===== config.mk =====
export PLATFORM = sky130hd
export DESIGN_NAME = i2c_target
export DESIGN_NICKNAME = d
export VERILOG_FILES = /design/src/rtl/i2c_pkg.sv /design/src/rtl/i2c_bus_sync.sv /design/src/rtl/i2c_target.sv
export SDC_FILE = /design/constraint.sdc
export NUM_CORES = 1
export LEC_CHECK = 0
export CAP_MARGIN = 20
export CORE_ASPECT_RATIO = 0.8
export CORE_MARGIN = 4
export CORE_UTILIZATION = 40
export CTS_CLUSTER_SIZE = 16
export DETAILED_ROUTE_END_ITERATION = 10
export GPL_ROUTABILITY_DRIVEN = 1
export HOLD_SLACK_MARGIN = 0.06
export SLEW_MARGIN = 20
export SYNTH_ARGS = -nofsm -noshare
export SYNTH_HDL_FRONTEND = slang
export SYNTH_HIERARCHICAL = 1
export SYNTH_SLANG_ARGS = --single-unit

===== constraint.sdc =====
create_clock -name clk -period 6.7 [get_ports clk]
set_input_delay 1.34 -clock clk [delete_from_list [all_inputs] [get_ports clk]]
set_output_delay 1.34 -clock clk [all_outputs]
set_load 0.03 [all_outputs]

===== src/rtl/i2c_pkg.sv =====
// Shared I2C definitions: target FSM states, R/W bit encoding and the default codec address.
package i2c_pkg;

  typedef enum logic [3:0] {
    StIdle,
    StAddr,
    StAddrAck,
    StReg,
    StRegAck,
    StWdata,
    StWdataAck,
    StRdata,
    StRdataAck,
    StIgnore
  } i2c_state_e;

  localparam logic       I2C_RW_WRITE     = 1'b0;
  localparam logic       I2C_RW_READ      = 1'b1;
  localparam logic [6:0] I2C_DEFAULT_ADDR = 7'h1A;

endpackage


===== src/rtl/i2c_bus_sync.sv =====
// SCL/SDA synchroniser with an extra registered stage for SCL edge and START/STOP detection.
module i2c_bus_sync #(
  parameter int unsigned SYNC_STAGES = 2
) (
  input  logic clk,
  input  logic rst_n,
  input  logic scl_i,
  input  logic sda_i,
  output logic sda_o,
  output logic scl_rise_o,
  output logic scl_fall_o,
  output logic start_o,
  output logic stop_o
);

  logic [SYNC_STAGES-1:0] scl_sync_q;
  logic [SYNC_STAGES-1:0] sda_sync_q;
  logic                   scl_prev_q;
  logic                   sda_prev_q;
  logic                   scl_s;
  logic                   sda_s;

  // Reset to the idle bus level so leaving reset never produces a false edge.
  always_ff @(posedge clk or negedge rst_n) begin
    if (!rst_n) begin
      scl_sync_q <= '1;
      sda_sync_q <= '1;
      scl_prev_q <= 1'b1;
      sda_prev_q <= 1'b1;
    end else begin
      scl_sync_q <= {scl_sync_q[SYNC_STAGES-2:0], scl_i};
      sda_sync_q <= {sda_sync_q[SYNC_STAGES-2:0], sda_i};
      scl_prev_q <= scl_s;
      sda_prev_q <= sda_s;
    end
  end

  assign scl_s      = scl_sync_q[SYNC_STAGES-1];
  assign sda_s      = sda_sync_q[SYNC_STAGES-1];
  assign sda_o      = sda_s;
  assign scl_rise_o = scl_s & ~scl_prev_q;
  assign scl_fall_o = ~scl_s & scl_prev_q;
  assign start_o    = scl_s & scl_prev_q & sda_prev_q & ~sda_s;
  assign stop_o     = scl_s & scl_prev_q & ~sda_prev_q & sda_s;

endmodule


===== src/rtl/i2c_target.sv =====
// I2C target: 7-bit address match, register-pointer writes delivered on a valid/ready stream,
// auto-incrementing reads from an external register map. No clock stretching.
module i2c_target
  import i2c_pkg::*;
#(
  parameter logic [6:0]  TARGET_ADDR = I2C_DEFAULT_ADDR,
  parameter int unsigned SYNC_STAGES = 2
) (
  input  logic       clk,
  input  logic       rst_n,
  input  logic       i2c_scl,
  input  logic       i2c_sda_in,
  output logic       i2c_sda_oe,
  output logic [7:0] wr_reg_addr,
  output logic [7:0] wr_data,
  output logic       wr_valid,
  input  logic       wr_ready,
  output logic [7:0] rd_reg_addr,
  input  logic [7:0] rd_data,
  output logic       busy,
  output logic       overrun
);

  logic       sda_s;
  logic       scl_rise;
  logic       scl_fall;
  logic       start_det;
  logic       stop_det;

  i2c_state_e state_q;
  logic [2:0] bit_cnt_q;
  logic [7:0] shift_q;
  logic [7:0] ptr_q;
  logic       rw_q;
  logic       ack_q;
  logic       sda_oe_q;
  logic       busy_q;
  logic       wr_valid_q;
  logic [7:0] wr_reg_addr_q;
  logic [7:0] wr_data_q;
  logic       overrun_q;

  i2c_bus_sync #(
    .SYNC_STAGES(SYNC_STAGES)
  ) u_bus_sync (
    .clk       (clk),
    .rst_n     (rst_n),
    .scl_i     (i2c_scl),
    .sda_i     (i2c_sda_in),
    .sda_o     (sda_s),
    .scl_rise_o(scl_rise),
    .scl_fall_o(scl_fall),
    .start_o   (start_det),
    .stop_o    (stop_det)
  );

  always_ff @(posedge clk or negedge rst_n) begin
    if (!rst_n) begin
      state_q       <= StIdle;
      bit_cnt_q     <= '0;
      shift_q       <= '0;
      ptr_q         <= '0;
      rw_q          <= I2C_RW_WRITE;
      ack_q         <= 1'b0;
      sda_oe_q      <= 1'b0;
      busy_q        <= 1'b0;
      wr_valid_q    <= 1'b0;
      wr_reg_addr_q <= '0;
      wr_data_q     <= '0;
      overrun_q     <= 1'b0;
    end else begin
      overrun_q <= 1'b0;
      if (wr_valid_q && wr_ready) wr_valid_q <= 1'b0;

      if (stop_det) begin
        state_q  <= StIdle;
        sda_oe_q <= 1'b0;
        busy_q   <= 1'b0;
        ack_q    <= 1'b0;
      end else if (start_det) begin
        state_q   <= StAddr;
        bit_cnt_q <= '0;
        sda_oe_q  <= 1'b0;
        ack_q     <= 1'b0;
      end else begin
        unique case (state_q)
          StAddr: if (scl_rise) begin
            shift_q   <= {shift_q[6:0], sda_s};
            bit_cnt_q <= bit_cnt_q + 3'd1;
            if (bit_cnt_q == 3'd7) begin
              if (shift_q[6:0] == TARGET_ADDR) begin
                busy_q  <= 1'b1;
                rw_q    <= sda_s;
                state_q <= StAddrAck;
              end else begin
                state_q <= StIgnore;
              end
            end
          end
          // First fall drives the ACK, second fall ends it.
          StAddrAck: if (scl_fall) begin
            bit_cnt_q <= '0;
            if (!sda_oe_q) begin
              sda_oe_q <= 1'b1;
            end else if (rw_q == I2C_RW_READ) begin
              shift_q  <= rd_data;
              sda_oe_q <= ~rd_data[7];
              state_q  <= StRdata;
            end else begin
              sda_oe_q <= 1'b0;
              state_q  <= StReg;
            end
          end
          StReg: if (scl_rise) begin
            shift_q   <= {shift_q[6:0], sda_s};
            bit_cnt_q <= bit_cnt_q + 3'd1;
            if (bit_cnt_q == 3'd7) begin
              ptr_q   <= {shift_q[6:0], sda_s};
              state_q <= StRegAck;
            end
          end
          StRegAck, StWdataAck: if (scl_fall) begin
            bit_cnt_q <= '0;
            if (!sda_oe_q) begin
              sda_oe_q <= 1'b1;
            end else begin
              sda_oe_q <= 1'b0;
              state_q  <= StWdata;
            end
          end
          StWdata: if (scl_rise) begin
            shift_q   <= {shift_q[6:0], sda_s};
            bit_cnt_q <= bit_cnt_q + 3'd1;
            if (bit_cnt_q == 3'd7) begin
              if (!wr_valid_q) begin
                wr_reg_addr_q <= ptr_q;
                wr_data_q     <= {shift_q[6:0], sda_s};
                wr_valid_q    <= 1'b1;
                ptr_q         <= ptr_q + 8'd1;
                state_q       <= StWdataAck;
              end else begin
                overrun_q <= 1'b1;
                state_q   <= StIgnore;
              end
            end
          end
          StRdata: begin
            if (scl_rise) begin
              bit_cnt_q <= bit_cnt_q + 3'd1;
              if (bit_cnt_q == 3'd7) state_q <= StRdataAck;
            end else if (scl_fall) begin
              shift_q  <= {shift_q[6:0], 1'b0};
              sda_oe_q <= ~shift_q[6];
            end
          end
          // Fall after bit 8 releases SDA; the master's ACK arms a reload on the following fall.
          StRdataAck: begin
            if (scl_rise) begin
              if (!sda_s) begin
                ptr_q <= ptr_q + 8'd1;
                ack_q <= 1'b1;
              end else begin
                state_q <= StIgnore;
              end
            end else if (scl_fall) begin
              if (ack_q) begin
                shift_q   <= rd_data;
                sda_oe_q  <= ~rd_data[7];
                ack_q     <= 1'b0;
                bit_cnt_q <= '0;
                state_q   <= StRdata;
              end else begin
                sda_oe_q <= 1'b0;
              end
            end
          end
          default: ;
        endcase
      end
    end
  end

  assign i2c_sda_oe  = sda_oe_q;
  assign wr_reg_addr = wr_reg_addr_q;
  assign wr_data     = wr_data_q;
  assign wr_valid    = wr_valid_q;
  assign rd_reg_addr = ptr_q;
  assign busy        = busy_q;
  assign overrun     = overrun_q;

endmodule


==> report_table.html <==
<table>
<tr><th>Metric</th><th>Value</th></tr>
<tr><th colspan="2">Clock network</th></tr>
<tr><td>Hold buffer count at CTS</td><td>0</td></tr>
<tr><td>CTS Root Buffer Type</td><td>sky130_fd_sc_hd__clkbuf_8</td></tr>
<tr><td>Clock transition at path regs</td><td>approximately 0.090 ns</td></tr>
<tr><td># Post-CTS Setup Buffers</td><td>0</td></tr>
<tr><td>CTS H-tree lvls</td><td>2</td></tr>
<tr><td>Resize count post-CTS</td><td>0</td></tr>
<tr><td>Maximum number of buffers from clock root to sink</td><td>2</td></tr>
<tr><td>Number of buffers created by CTS</td><td>5</td></tr>
<tr><td>Sinks on Clock Net</td><td>50</td></tr>
<tr><td>Source-to-sink clock delay at the later pin of the worst-skew pair</td><td>roughly 0.30 ns</td></tr>
<tr><td>Clock tree from TritonCTS</td><td>built</td></tr>
<tr><th colspan="2">Worst setup path</th></tr>
<tr><td>Critical path launch point type</td><td>flop</td></tr>
<tr><td>Cell with the largest stage delay on the worst path</td><td>sky130_fd_sc_hd__clkdlybuf4s50_1</td></tr>
<tr><td>Data arrival at the endpoint of the critical path</td><td>1.57 ns</td></tr>
<tr><td>Start-to-end type of the worst setup path</td><td>reg2out</td></tr>
<tr><td>Worst path top cell family by delay</td><td>buffers and inverters</td></tr>
<tr><td>Crit path buf inv count</td><td>1</td></tr>
<tr><td>Critical path capture point type</td><td>output pin</td></tr>
<tr><td>Maximum single-stage delay on the critical path</td><td>about 0.74 ns</td></tr>
<tr><td>Endpoint required time on the critical path</td><td>around 5.4 ns</td></tr>
<tr><td>Ordered cell list for the critical path</td><td>clkdlybuf4s50_1</td></tr>
<tr><td>Crit-path max FO</td><td>7</td></tr>
<tr><th colspan="2">Run</th></tr>
<tr><td>Count of maximum capacitance violations</td><td>0</td></tr>
<tr><th colspan="2">Route</th></tr>
<tr><td>Detailed-route wire length</td><td>6540 um</td></tr>
<tr><td>Count of routing violations after the opening detailed-route iteration</td><td>181</td></tr>
<tr><td>DR vias</td><td>2179</td></tr>
<tr><td>DR pass1 iterations</td><td>4</td></tr>
<tr><td>Remaining routing DRC violations</td><td>0</td></tr>
<tr><td>Routed wire per std cell</td><td>16.9 um</td></tr>
<tr><td>Number of routed nets with antenna violations</td><td>0</td></tr>
<tr><td>Detail-routed via count per cell</td><td>5.62</td></tr>
<tr><th colspan="2">Power</th></tr>
<tr><td>Power density relative to cell area</td><td>358 nW/um2</td></tr>
<tr><td>Leakage power of the design</td><td>1.41 nW</td></tr>
<tr><td>Max IR drop VDD</td><td>0.000171 V</td></tr>
<tr><th colspan="2">Yosys</th></tr>
<tr><td>Post-synthesis async set-or-reset flop share</td><td>100%</td></tr>
<tr><td>Fraction of the yosys area taken by sequential cells</td><td>45.3%</td></tr>
<tr><td>Mean post-synth cell area</td><td>~10 um2</td></tr>
<tr><td>Flop and latch count out of synthesis</td><td>50</td></tr>
<tr><td>Number of distinct library cells after synthesis</td><td>61</td></tr>
<tr><td>Most used flip-flop cell after synthesis</td><td>sky130_fd_sc_hd__dfrtp_1</td></tr>
<tr><td>Mapped cell area</td><td>2780 um2</td></tr>
<tr><td>Number of flops mapped to enable cells by yosys</td><td>0</td></tr>
<tr><td>Cells after synthesis</td><td>270</td></tr>
<tr><td>Ys Warns</td><td>6</td></tr>
<tr><td>Post-Syn Nets</td><td>286</td></tr>
<tr><th colspan="2">Floorplan</th></tr>
<tr><td>Area enclosed by the die boundary</td><td>8360 um2</td></tr>
<tr><td>Total core area</td><td>6570 um2</td></tr>
<tr><td>Placement Rows</td><td>26</td></tr>
<tr><td>Initial standard-cell utilization of the core</td><td>42.3%</td></tr>
<tr><td>Die outline width</td><td>a little over 100 um</td></tr>
<tr><td>Die height</td><td>82.6 um</td></tr>
<tr><td>I/O pin count</td><td>just over 40</td></tr>
<tr><th colspan="2">Place</th></tr>
<tr><td>Dpl hpwl</td><td>4520 um</td></tr>
<tr><td># port buffers</td><td>40</td></tr>
<tr><td>Placer Congestion</td><td>0.934</td></tr>
<tr><th colspan="2">Final layout</th></tr>
<tr><td>Synth-to-Final Area Change</td><td>19.1%</td></tr>
<tr><td>Filler Cell Count</td><td>about 610</td></tr>
<tr><td>Final layout net count</td><td>319</td></tr>
<tr><td>Share of post-route cells with drive strength above 1</td><td>18.1%</td></tr>
<tr><td>Total inserted antenna cells</td><td>0</td></tr>
<tr><td>Final cell utilization of the core</td><td>50.4%</td></tr>
<tr><th colspan="2">STA</th></tr>
<tr><td>Period minus WS final</td><td>a little under 3 ns</td></tr>
<tr><td>Final period utilization</td><td>between 40% and 50%</td></tr>
<tr><td>Relative max-transition margin</td><td>between 30 and 40%</td></tr>
<tr><td>Setup repair after global routing missed its margin</td><td>false</td></tr>
<tr><td>Worst hold slack</td><td>0.358 ns</td></tr>
<tr><td>Slew of the pin with the lowest slew margin</td><td>0.980 ns</td></tr>
<tr><td>Post-route setup TNS</td><td>0 ns</td></tr>
<tr><td>Final Hold Vio Count</td><td>0</td></tr>
<tr><td>FMAX</td><td>344 MHz</td></tr>
<tr><td>Setup-failing EPs final</td><td>0</td></tr>
<tr><td>Count of pins over their slew limit</td><td>0</td></tr>
<tr><td>Clock Skews</td><td>between 0.01 and 0.015 ns</td></tr>
<tr><th colspan="2">Min path</th></tr>
<tr><td>Tightest Hold Check Type</td><td>reg2reg</td></tr>
<tr><th colspan="2">Global route</th></tr>
<tr><td>Overall track demand over capacity in global routing</td><td>16.6%</td></tr>
<tr><td>Largest net degree at the start of global routing</td><td>51</td></tr>
<tr><td>Antenna violations before repair</td><td>0</td></tr>
<tr><td>Busiest grt layer</td><td>met1</td></tr>
<tr><td>Global-route wire length before repair</td><td>10800 um</td></tr>
<tr><td>Met3 usage</td><td>between 3 and 4%</td></tr>
<tr><td>Number of global-route vias before repair</td><td>2078</td></tr>
<tr><td>Met1 track utilization from global routing</td><td>25.9%</td></tr>
<tr><td>Met2 GRT Util</td><td>22.5%</td></tr>
<tr><td>Overflow left after global routing</td><td>0</td></tr>
<tr><th colspan="2">Run status</th></tr>
<tr><td>Outcome</td><td>completed</td></tr>
</table>
[final timing paths]
| check | startpoint | to | slack, ns | depth (start not counted) |
|---|---|---|---|---|
| max | rd_reg_addr[0]$_DFFE_PN0P_ | rd_reg_addr[0] | 3.79 | 1 |
| min | u_bus_sync/scl_sync_q[0]$_DFF_PN1_ | u_bus_sync/scl_sync_q[1]$_DFF_PN1_ | 0.36 | 0 |
| max reg2reg | u_bus_sync/scl_sync_q[1]$_DFF_PN1_ | wr_reg_addr[0]$_DFFE_PN0P_ | 4.03 | 5 |
| min reg2reg | u_bus_sync/scl_sync_q[0]$_DFF_PN1_ | u_bus_sync/scl_sync_q[1]$_DFF_PN1_ | 0.36 | 0 |
| max in group asynchronous | rst_n | shift_q[4]$_DFFE_PN0P_ | 5.15 | 2 |
| min in group asynchronous | rst_n | i2c_sda_oe$_DFFE_PN0P_ | 1.12 | 2 |
[flip-flops by register name, indices dropped and copies added, names as in the netlist, 2 cells and up]
register	flops
bit_cnt_q	3
rd_reg_addr	8
shift_q	7
state_q	4
u_bus_sync/scl_sync_q	2
u_bus_sync/sda_sync_q	2
wr_data	8
wr_reg_addr	8
[synth_stat cells, types with 2 or more instances]
cell                       instances  area [um2]
sky130_fd_sc_hd__o22a_1            6        52.6
sky130_fd_sc_hd__nor2_1           14        52.6
sky130_fd_sc_hd__or2_2             3        18.8
sky130_fd_sc_hd__nor2b_1           9        56.3
sky130_fd_sc_hd__and4b_1           2        20.0
sky130_fd_sc_hd__buf_6             3        33.8
sky130_fd_sc_hd__mux2i_1           5        50.1
sky130_fd_sc_hd__clkbuf_1          3        11.3
sky130_fd_sc_hd__ha_1              3        37.5
sky130_fd_sc_hd__buf_2             9        45.0
sky130_fd_sc_hd__nand2_1          33         124
sky130_fd_sc_hd__inv_1             8        30.0
sky130_fd_sc_hd__dfstp_2           6         158
sky130_fd_sc_hd__mux2_2           20         225
sky130_fd_sc_hd__dfrtp_1          44        1100
sky130_fd_sc_hd__nor4_1            3        18.8
sky130_fd_sc_hd__o22ai_1           2        12.5
sky130_fd_sc_hd__a221o_1           2        20.0
sky130_fd_sc_hd__a21oi_1          16        80.1
sky130_fd_sc_hd__o21ai_0          12        60.1
sky130_fd_sc_hd__nor3_1            3        15.0
sky130_fd_sc_hd__and3_1            4        25.0
sky130_fd_sc_hd__mux2_1            8        90.1
sky130_fd_sc_hd__a31oi_1          10        62.6
sky130_fd_sc_hd__nand3_1           6        30.0
[layout make-up]
cell class                      instances  area, um2  area share, %
Clock inverter                          2       37.5           1.13
Timing Repair Buffer                   42        410           12.4
Inverter                                8       30.0          0.906
Sequential cell                        50       1260           38.0
Tap cell                               84        105           3.17
Multi-Input combinational cell        196       1400           42.2
Clock buffer                            6       72.6           2.19
[cells in the final DEF, fill, tap and decap left out, types with 4 or more instances in the layout]
cell / count
sky130_fd_sc_hd__nand3_1: 6
sky130_fd_sc_hd__mux2_1: 8
sky130_fd_sc_hd__dfstp_2: 6
sky130_fd_sc_hd__clkbuf_8: 5
sky130_fd_sc_hd__inv_1: 8
sky130_fd_sc_hd__o22a_1: 6
sky130_fd_sc_hd__mux2_2: 20
sky130_fd_sc_hd__clkdlybuf4s50_1: 39
sky130_fd_sc_hd__nand2_1: 33
sky130_fd_sc_hd__mux2i_1: 5
sky130_fd_sc_hd__and3_1: 4
sky130_fd_sc_hd__a31oi_1: 10
sky130_fd_sc_hd__dfrtp_1: 44
sky130_fd_sc_hd__a21oi_1: 16
sky130_fd_sc_hd__o21ai_0: 12
sky130_fd_sc_hd__nor2b_1: 9
sky130_fd_sc_hd__nor2_1: 14
[report_power, final]
group / internal (mW) / total (mW) / switching [mW]
Sequential: 0.368 / 0.499 / 0.131
Combinational: 0.222 / 0.476 / 0.254
Clock: 0.111 / 0.212 / 0.100
Total: 0.701 / 1.19 / 0.485
[cells by family after synthesis]
kind of cell               after synthesis  synth area share [%]
and+or+nand+nor                         91                  17.6
AOI/OAI and AO/OA                       68                  17.9
DFF                                     50                  45.3
muxes                                   33                  13.1
buffers and inverters                   24                  4.45
adders and majority gates                3                  1.35
xor gates and xnor gates                 1                 0.315
[per-layer routing]
metal | vias up | routed length [um]
met3 | 8 | 380
li1 | 1050 | -
met5 | - | 0
met4 | 0 | 103
met2 | 70 | 2640
met1 | 1051 | 3420
[metrics by stage]
stage / area, um2 / worst slack, ns / instances / total power, mW
final: 3310 / 3.79 / 388 / 1.19
after global routing: 3310 / 3.74 / 388 / 1.27
after CTS: 3310 / 3.78 / 388 / 1.20
after detailed placement: 3200 / 4.06 / 380 / 0.978
after global placement: 3200 / 4.06 / 380 / 0.980
after floorplan: 2780 / 4.32 / 270 / 0.834
Power figures use the tool's default switching activity.
